### config.mk
export PLATFORM = sky130hd
export DESIGN_NAME = half_adder
export DESIGN_NICKNAME = d
export VERILOG_FILES = /design/src/rtl/half_adder.sv
export SDC_FILE = /design/constraint.sdc
export NUM_CORES = 1
export LEC_CHECK = 0
export CAP_MARGIN = 20
export CORE_AREA = 2 2 39 41
export DETAILED_ROUTE_END_ITERATION = 12
export DIE_AREA = 0 0 41 43
export GPL_ROUTABILITY_DRIVEN = 0
export PLACE_DENSITY = 0.37
export SLEW_MARGIN = 10
export SYNTH_ARGS = -nofsm -noshare
export SYNTH_HDL_FRONTEND = slang
export SYNTH_SLANG_ARGS = --single-unit
### constraint.sdc
create_clock -name clk -period 1.2 [get_ports clk]
set_clock_uncertainty 0.1 [all_clocks]
set_input_delay 0.36 -clock clk [delete_from_list [all_inputs] [get_ports clk]]
set_output_delay 0.36 -clock clk [all_outputs]
set_load 0.005 [all_outputs]
### src/rtl/half_adder.sv
// -----------------------------------------------------------------------------
// half_adder
//
// Registered, lane-parallel half adder. Each of WIDTH independent bit lanes
// produces sum = a ^ b and c_out = a & b, captured on the rising clock edge
// together with a valid flag. Summary outputs report whether any lane
// carried and how many lanes carried.
//
// Parameters:
//   WIDTH  number of independent bit lanes (1..64)
//   CNT_W  width of the statistics counters (optional feature only)
//
// Ports:
//   clk            rising-edge clock
//   rst            synchronous active-high reset (priority over in_valid)
//   in_valid       qualifies a and b this cycle
//   a, b           operands, one bit per lane
//   out_valid      sum/c_out hold a fresh result
//   sum            per-lane a ^ b, registered
//   c_out          per-lane a & b, registered
//   carry_any      OR of all c_out bits, registered
//   carry_cnt      number of set c_out bits, registered
//   txn_cnt        (HALF_ADDER_STATS_EN) saturating accepted-input count
//   carry_evt_cnt  (HALF_ADDER_STATS_EN) saturating count of carrying inputs
//
// Optional feature macro: HALF_ADDER_STATS_EN
// -----------------------------------------------------------------------------
module half_adder #(
  parameter int WIDTH = 1,
  parameter int CNT_W = 16
) (
  input  logic                       clk,
  input  logic                       rst,
  input  logic                       in_valid,
  input  logic [WIDTH-1:0]           a,
  input  logic [WIDTH-1:0]           b,
  output logic                       out_valid,
  output logic [WIDTH-1:0]           sum,
  output logic [WIDTH-1:0]           c_out,
  output logic                       carry_any,
  output logic [$clog2(WIDTH+1)-1:0] carry_cnt
`ifdef HALF_ADDER_STATS_EN
  ,
  output logic [CNT_W-1:0]           txn_cnt,
  output logic [CNT_W-1:0]           carry_evt_cnt
`endif
);

  localparam int CC_W = $clog2(WIDTH + 1);

  // Reject out-of-range configurations at elaboration time.
  if (WIDTH < 1 || WIDTH > 64 || CNT_W < 1) begin : g_param_check
    $error("half_adder: WIDTH must be 1..64 and CNT_W >= 1");
  end

  // Count the set bits of a lane vector.
  function automatic logic [CC_W-1:0] popcount(input logic [WIDTH-1:0] vec);
    logic [CC_W-1:0] acc;
    acc = {CC_W{1'b0}};
    for (int i = 0; i < WIDTH; i++) begin
      acc = acc + CC_W'(vec[i]);
    end
    return acc;
  endfunction

  logic [WIDTH-1:0] sum_s;
  logic [WIDTH-1:0] carry_s;
  logic             carry_any_s;
  logic [CC_W-1:0]  carry_cnt_s;

  // Per-lane half-add and carry summary; lanes never interact.
  always_comb begin
    sum_s       = a ^ b;
    carry_s     = a & b;
    carry_any_s = |carry_s;
    carry_cnt_s = popcount(carry_s);
  end

  // Result registers: data only loads on accepted inputs, so idle cycles
  // (including X operands while in_valid=0) leave the last result in place.
  always_ff @(posedge clk) begin
    if (rst) begin
      out_valid <= 1'b0;
      sum       <= {WIDTH{1'b0}};
      c_out     <= {WIDTH{1'b0}};
      carry_any <= 1'b0;
      carry_cnt <= {CC_W{1'b0}};
    end else if (in_valid) begin
      out_valid <= 1'b1;
      sum       <= sum_s;
      c_out     <= carry_s;
      carry_any <= carry_any_s;
      carry_cnt <= carry_cnt_s;
    end else begin
      out_valid <= 1'b0;
    end
  end

`ifdef HALF_ADDER_STATS_EN
  localparam logic [CNT_W-1:0] CNT_MAX = {CNT_W{1'b1}};

  // Saturating statistics counters; they stick at all-ones until reset.
  always_ff @(posedge clk) begin
    if (rst) begin
      txn_cnt       <= {CNT_W{1'b0}};
      carry_evt_cnt <= {CNT_W{1'b0}};
    end else if (in_valid) begin
      if (txn_cnt != CNT_MAX) begin
        txn_cnt <= txn_cnt + CNT_W'(1'b1);
      end else begin
        txn_cnt <= txn_cnt;
      end
      if (carry_any_s && (carry_evt_cnt != CNT_MAX)) begin
        carry_evt_cnt <= carry_evt_cnt + CNT_W'(1'b1);
      end else begin
        carry_evt_cnt <= carry_evt_cnt;
      end
    end else begin
      txn_cnt       <= txn_cnt;
      carry_evt_cnt <= carry_evt_cnt;
    end
  end
`endif

endmodule

# Word-level counts from Yosys, hierarchy flattened
# Cells that the tools add are included.
# Widths: inputs -> output; s select.
# op_classes
n_mux	1
bitwise_logic	2
# op_table
cell	count
$and 1x1->1	1
$mux 1	1
$xor 1x1->1	1
# totals
reg_bits	3
inputBits	5
output_inout_bits	5
word_cells	6

# Logic depth before layout (Yosys ltp)
# depth
word_depth	1
ltp_mapped	3
ltp_nobuf	3

# Least setup slack after synthesis
# No wires, ideal clock.
# synth_timing
path_kind	input-to-reg
start	input port a
end	register sum
setup_ns	0.114
t_arrival_ns	0.785
t_required_ns	0.986
path_slack_ns	0.201
cell_stages	3
n_path_buf	0
path_cell_list	ha_1 mux2i_1 nor2_1
# synth_between
elab_chain_len	1
# synth_lines
element	line_no	text
from (decl)	35	input logic [WIDTH-1:0] a,
$xor 1x1->1	73	sum_s = a ^ b;
to (signal assigned)	84	sum <= {WIDTH{1'b0}};
to (signal assigned)	90	sum <= sum_s;
to (decl)	38	output logic [WIDTH-1:0] sum,
# Every way passes these cells.
# A chain may end at the register's enable or synchronous reset.

==> results <==
cells in the final DEF (no fill, tap or decap), drive strengths merged:
cell and instances:
dfxtp 3, nor2 2, ha 1, clkbuf 5
clkdlybuf4s50 2, buf 4, dlygate4sd2 2, nor2b 1
mux2i 2
area by class of cell:
cell class / count / area share
sequential: 3 / 0.2874
timing repair buffer: 9 / 0.2874
multi-input combinational: 6 / 0.2126
clock buffer: 4 / 0.1207
tap: 16 / 0.09195
sequential cells by signal, indices dropped and copies added (netlist names):
| signal | count |
|---|---|
| sum | 1 |
| carry_any | 1 |
| out_valid | 1 |
worst max-delay path: stages:
cell and delay, ps:
clkdlybuf4s50_1 550, mux2i_1 200, nor2_1 60
report_power, final:
| part | internal, mW | switching [mW] | leakage (nW) |
|---|---|---|---|
| clock | 0.125 | 0.0560 | 0.0150 |
| combinational | 0.0208 | 0.0131 | 0.0687 |
| sequential | 0.107 | 0.00287 | 0.0255 |
| total | 0.252 | 0.0719 | 0.109 |
per-layer routing:
metal | track usage | vias to the layer above | part of all wire
li1 | - | 56 | -
met1 | 0.05769 | 46 | 0.46
met2 | 0.05313 | 13 | 0.26
met3 | 0.09948 | 0 | 0.28
met4 | 0 | 0 | 0
met5 | 0 | - | 0
cells in the mapped netlist:
master	count
nor2_1	2
buf_4	2
nor2b_1	1
dfxtp_1	3
mux2i_1	2
ha_1	1
timing repair:
action / CTS / global route
gates cloned: 0 / 0
gates resized for setup: 22 / 1
endpoints found under the hold margin: 0 / 0
endpoints found under the setup margin: 6 / 1
pin swaps: 2 / 0
hold buffers: 0 / 0
final timing paths:
| check | startpoint | end | slack, ps | depth (start not counted) |
|---|---|---|---|---|
| setup / recovery | in_valid | sum | 50 | 3 |
| hold / removal | sum | sum | 410 | 2 |
| setup reg to reg | carry_any | carry_any | 490 | 2 |
| hold reg to reg | sum | sum | 410 | 2 |
stage by stage:
| step | cell area (um2) | hold slack [ps] |
|---|---|---|
| 2_1_floorplan | 121.4 | 331.6 |
| 3_3_place_gp | 216.5 | 392.3 |
| 3_5_place_dp | 216.5 | 403.2 |
| 4_1_cts | 222.7 | 407.6 |
| 5_1_grt | 217.7 | 452.3 |
| 6_report | 217.7 | 412.4 |
cells by family (layout without fill, tap and decap cells):
kind of cell             after synthesis  in the layout
flip-flops                             3              3
AND/OR/NAND/NOR                        3              3
multiplexers                           2              2
adder cells (fa/ha/maj)                1              1
buffers and inverters                  2             13
==> results.py <==
metrics = {
    "outcome": {
        "outcome": "completed",
    },
    "timing": {
        "clock.fmax_mhz": 872.5,
        "finalSetupViolations": 0,
        "slew_headroom": 0.8878,
        "final_max_slew_viol_count": 0,
        "layout_setup_ws_ps": 53.92,
        "tns_ps": 0,
        "period_needed_ps": 1146,
        "fin_crit_sh": 0.9551,
        "finalHoldViolCount": 0,
        "rsz0062_at_grt": "no",
        "worst_slew_pin_slew_ps": 167.8,
    },
    "clocking": {
        "insertion_delay_ps": 230,
        "clkSlewWorstSetupHoldPaths_ps": 40,
        "cts_root_buf": "clkbuf_4",
        "cts_buffers": 3,
        "post_cts_buffers": 0,
        "cts_num_sinks": 3,
        "cts.htree.levels": 1,
        "clock_path_buffers": 2,
        "cts_tree": "built",
    },
    "worst_setup_path": {
        "cp_max_fo": 3,
        "end_kind": "flip-flop",
        "crit_arrival_ps": 1170,
        "required_ps": 1220,
        "path_class": "input port to flip-flop",
        "crit_path_start_kind": "input port",
    },
    "route": {
        "vias": 115,
        "avgRoutedWirePerCell_um": 8.763,
        "route.final.wire_length_um": 333,
        "drtAntennaViolNets": 0,
        "viasPerCell": 3.026,
        "drc": 0,
        "dr.pass1.iters": 1,
        "drtIter0Drc": 0,
    },
    "power_and_ir_drop": {
        "leakagePower_nw": 0.1093,
        "power_mw": 0.3244,
        "p_per_area_nw_per_um2": 1490,
        "ir_drop_mv": 0.5346,
    },
    "finish": {
        "ff_latch_area_um2": 62.56,
        "multi_input_area_um2": 46.29,
        "drive_gt1_frac": 0.4545,
        "final_util": 0.1573,
        "antenna_cells": 0,
        "final_cells": 38,
        "n_fill_cell": 153,
        "area_delta_synth_final_pct": 79.38,
        "final_nets": 29,
    },
    "place": {
        "place_inst": 34,
        "dp_worst_setup_slack_ps": -268.5,
        "port_buffers": 9,
    },
    "synthesis": {
        "yosys.area_share.simple": 0.1134,
        "ys_ff_latch": 3,
        "synthAdderAreaFrac": 0.1031,
        "synth_area_leader_cell": "dfxtp_1",
        "synth_fp_nets": 17,
        "synth_top_family_by_area": "multiplexers",
        "post-synth-top-area-fraction": 0.4948,
        "syn_area_um2": 121.4,
        "synth_cells": 11,
        "synth-warning-count": 0,
        "synth_xor_area_frac": 0,
        "synthMuxAreaShare": 0.1649,
        "synth_compound_area_frac": 0,
        "syn_area_per_cell_um2": 11.03,
        "synth.area.top_cells": "dfxtp_1, mux2i_1, buf_4",
        "ys_seq_area_frac": 0.4948,
        "yosysUniqueCellTypes": 6,
    },
    "floorplanning": {
        "rows": 14,
        "dieArea_um2": 1763,
        "coreArea_um2": 1384,
        "io_pins": 10,
        "fp.dieH_um": 43,
        "initial_core_util": 0.08770,
        "die_w_um": 41,
    },
    "run": {
        "drv_cap": 0,
    },
    "global_routing": {
        "grt_pass1_vias": 125,
        "overflow": 0,
        "antenna_found_initial": 0,
        "grt_usage": 0.05416,
        "grt_max_degree": 5,
        "grt_pass1_wl_um": 531,
    },
    "min_path": {
        "worstHoldPathType": "flip-flop to flip-flop",
    },
}
No activity file was read; power rests on OpenSTA's default activity.
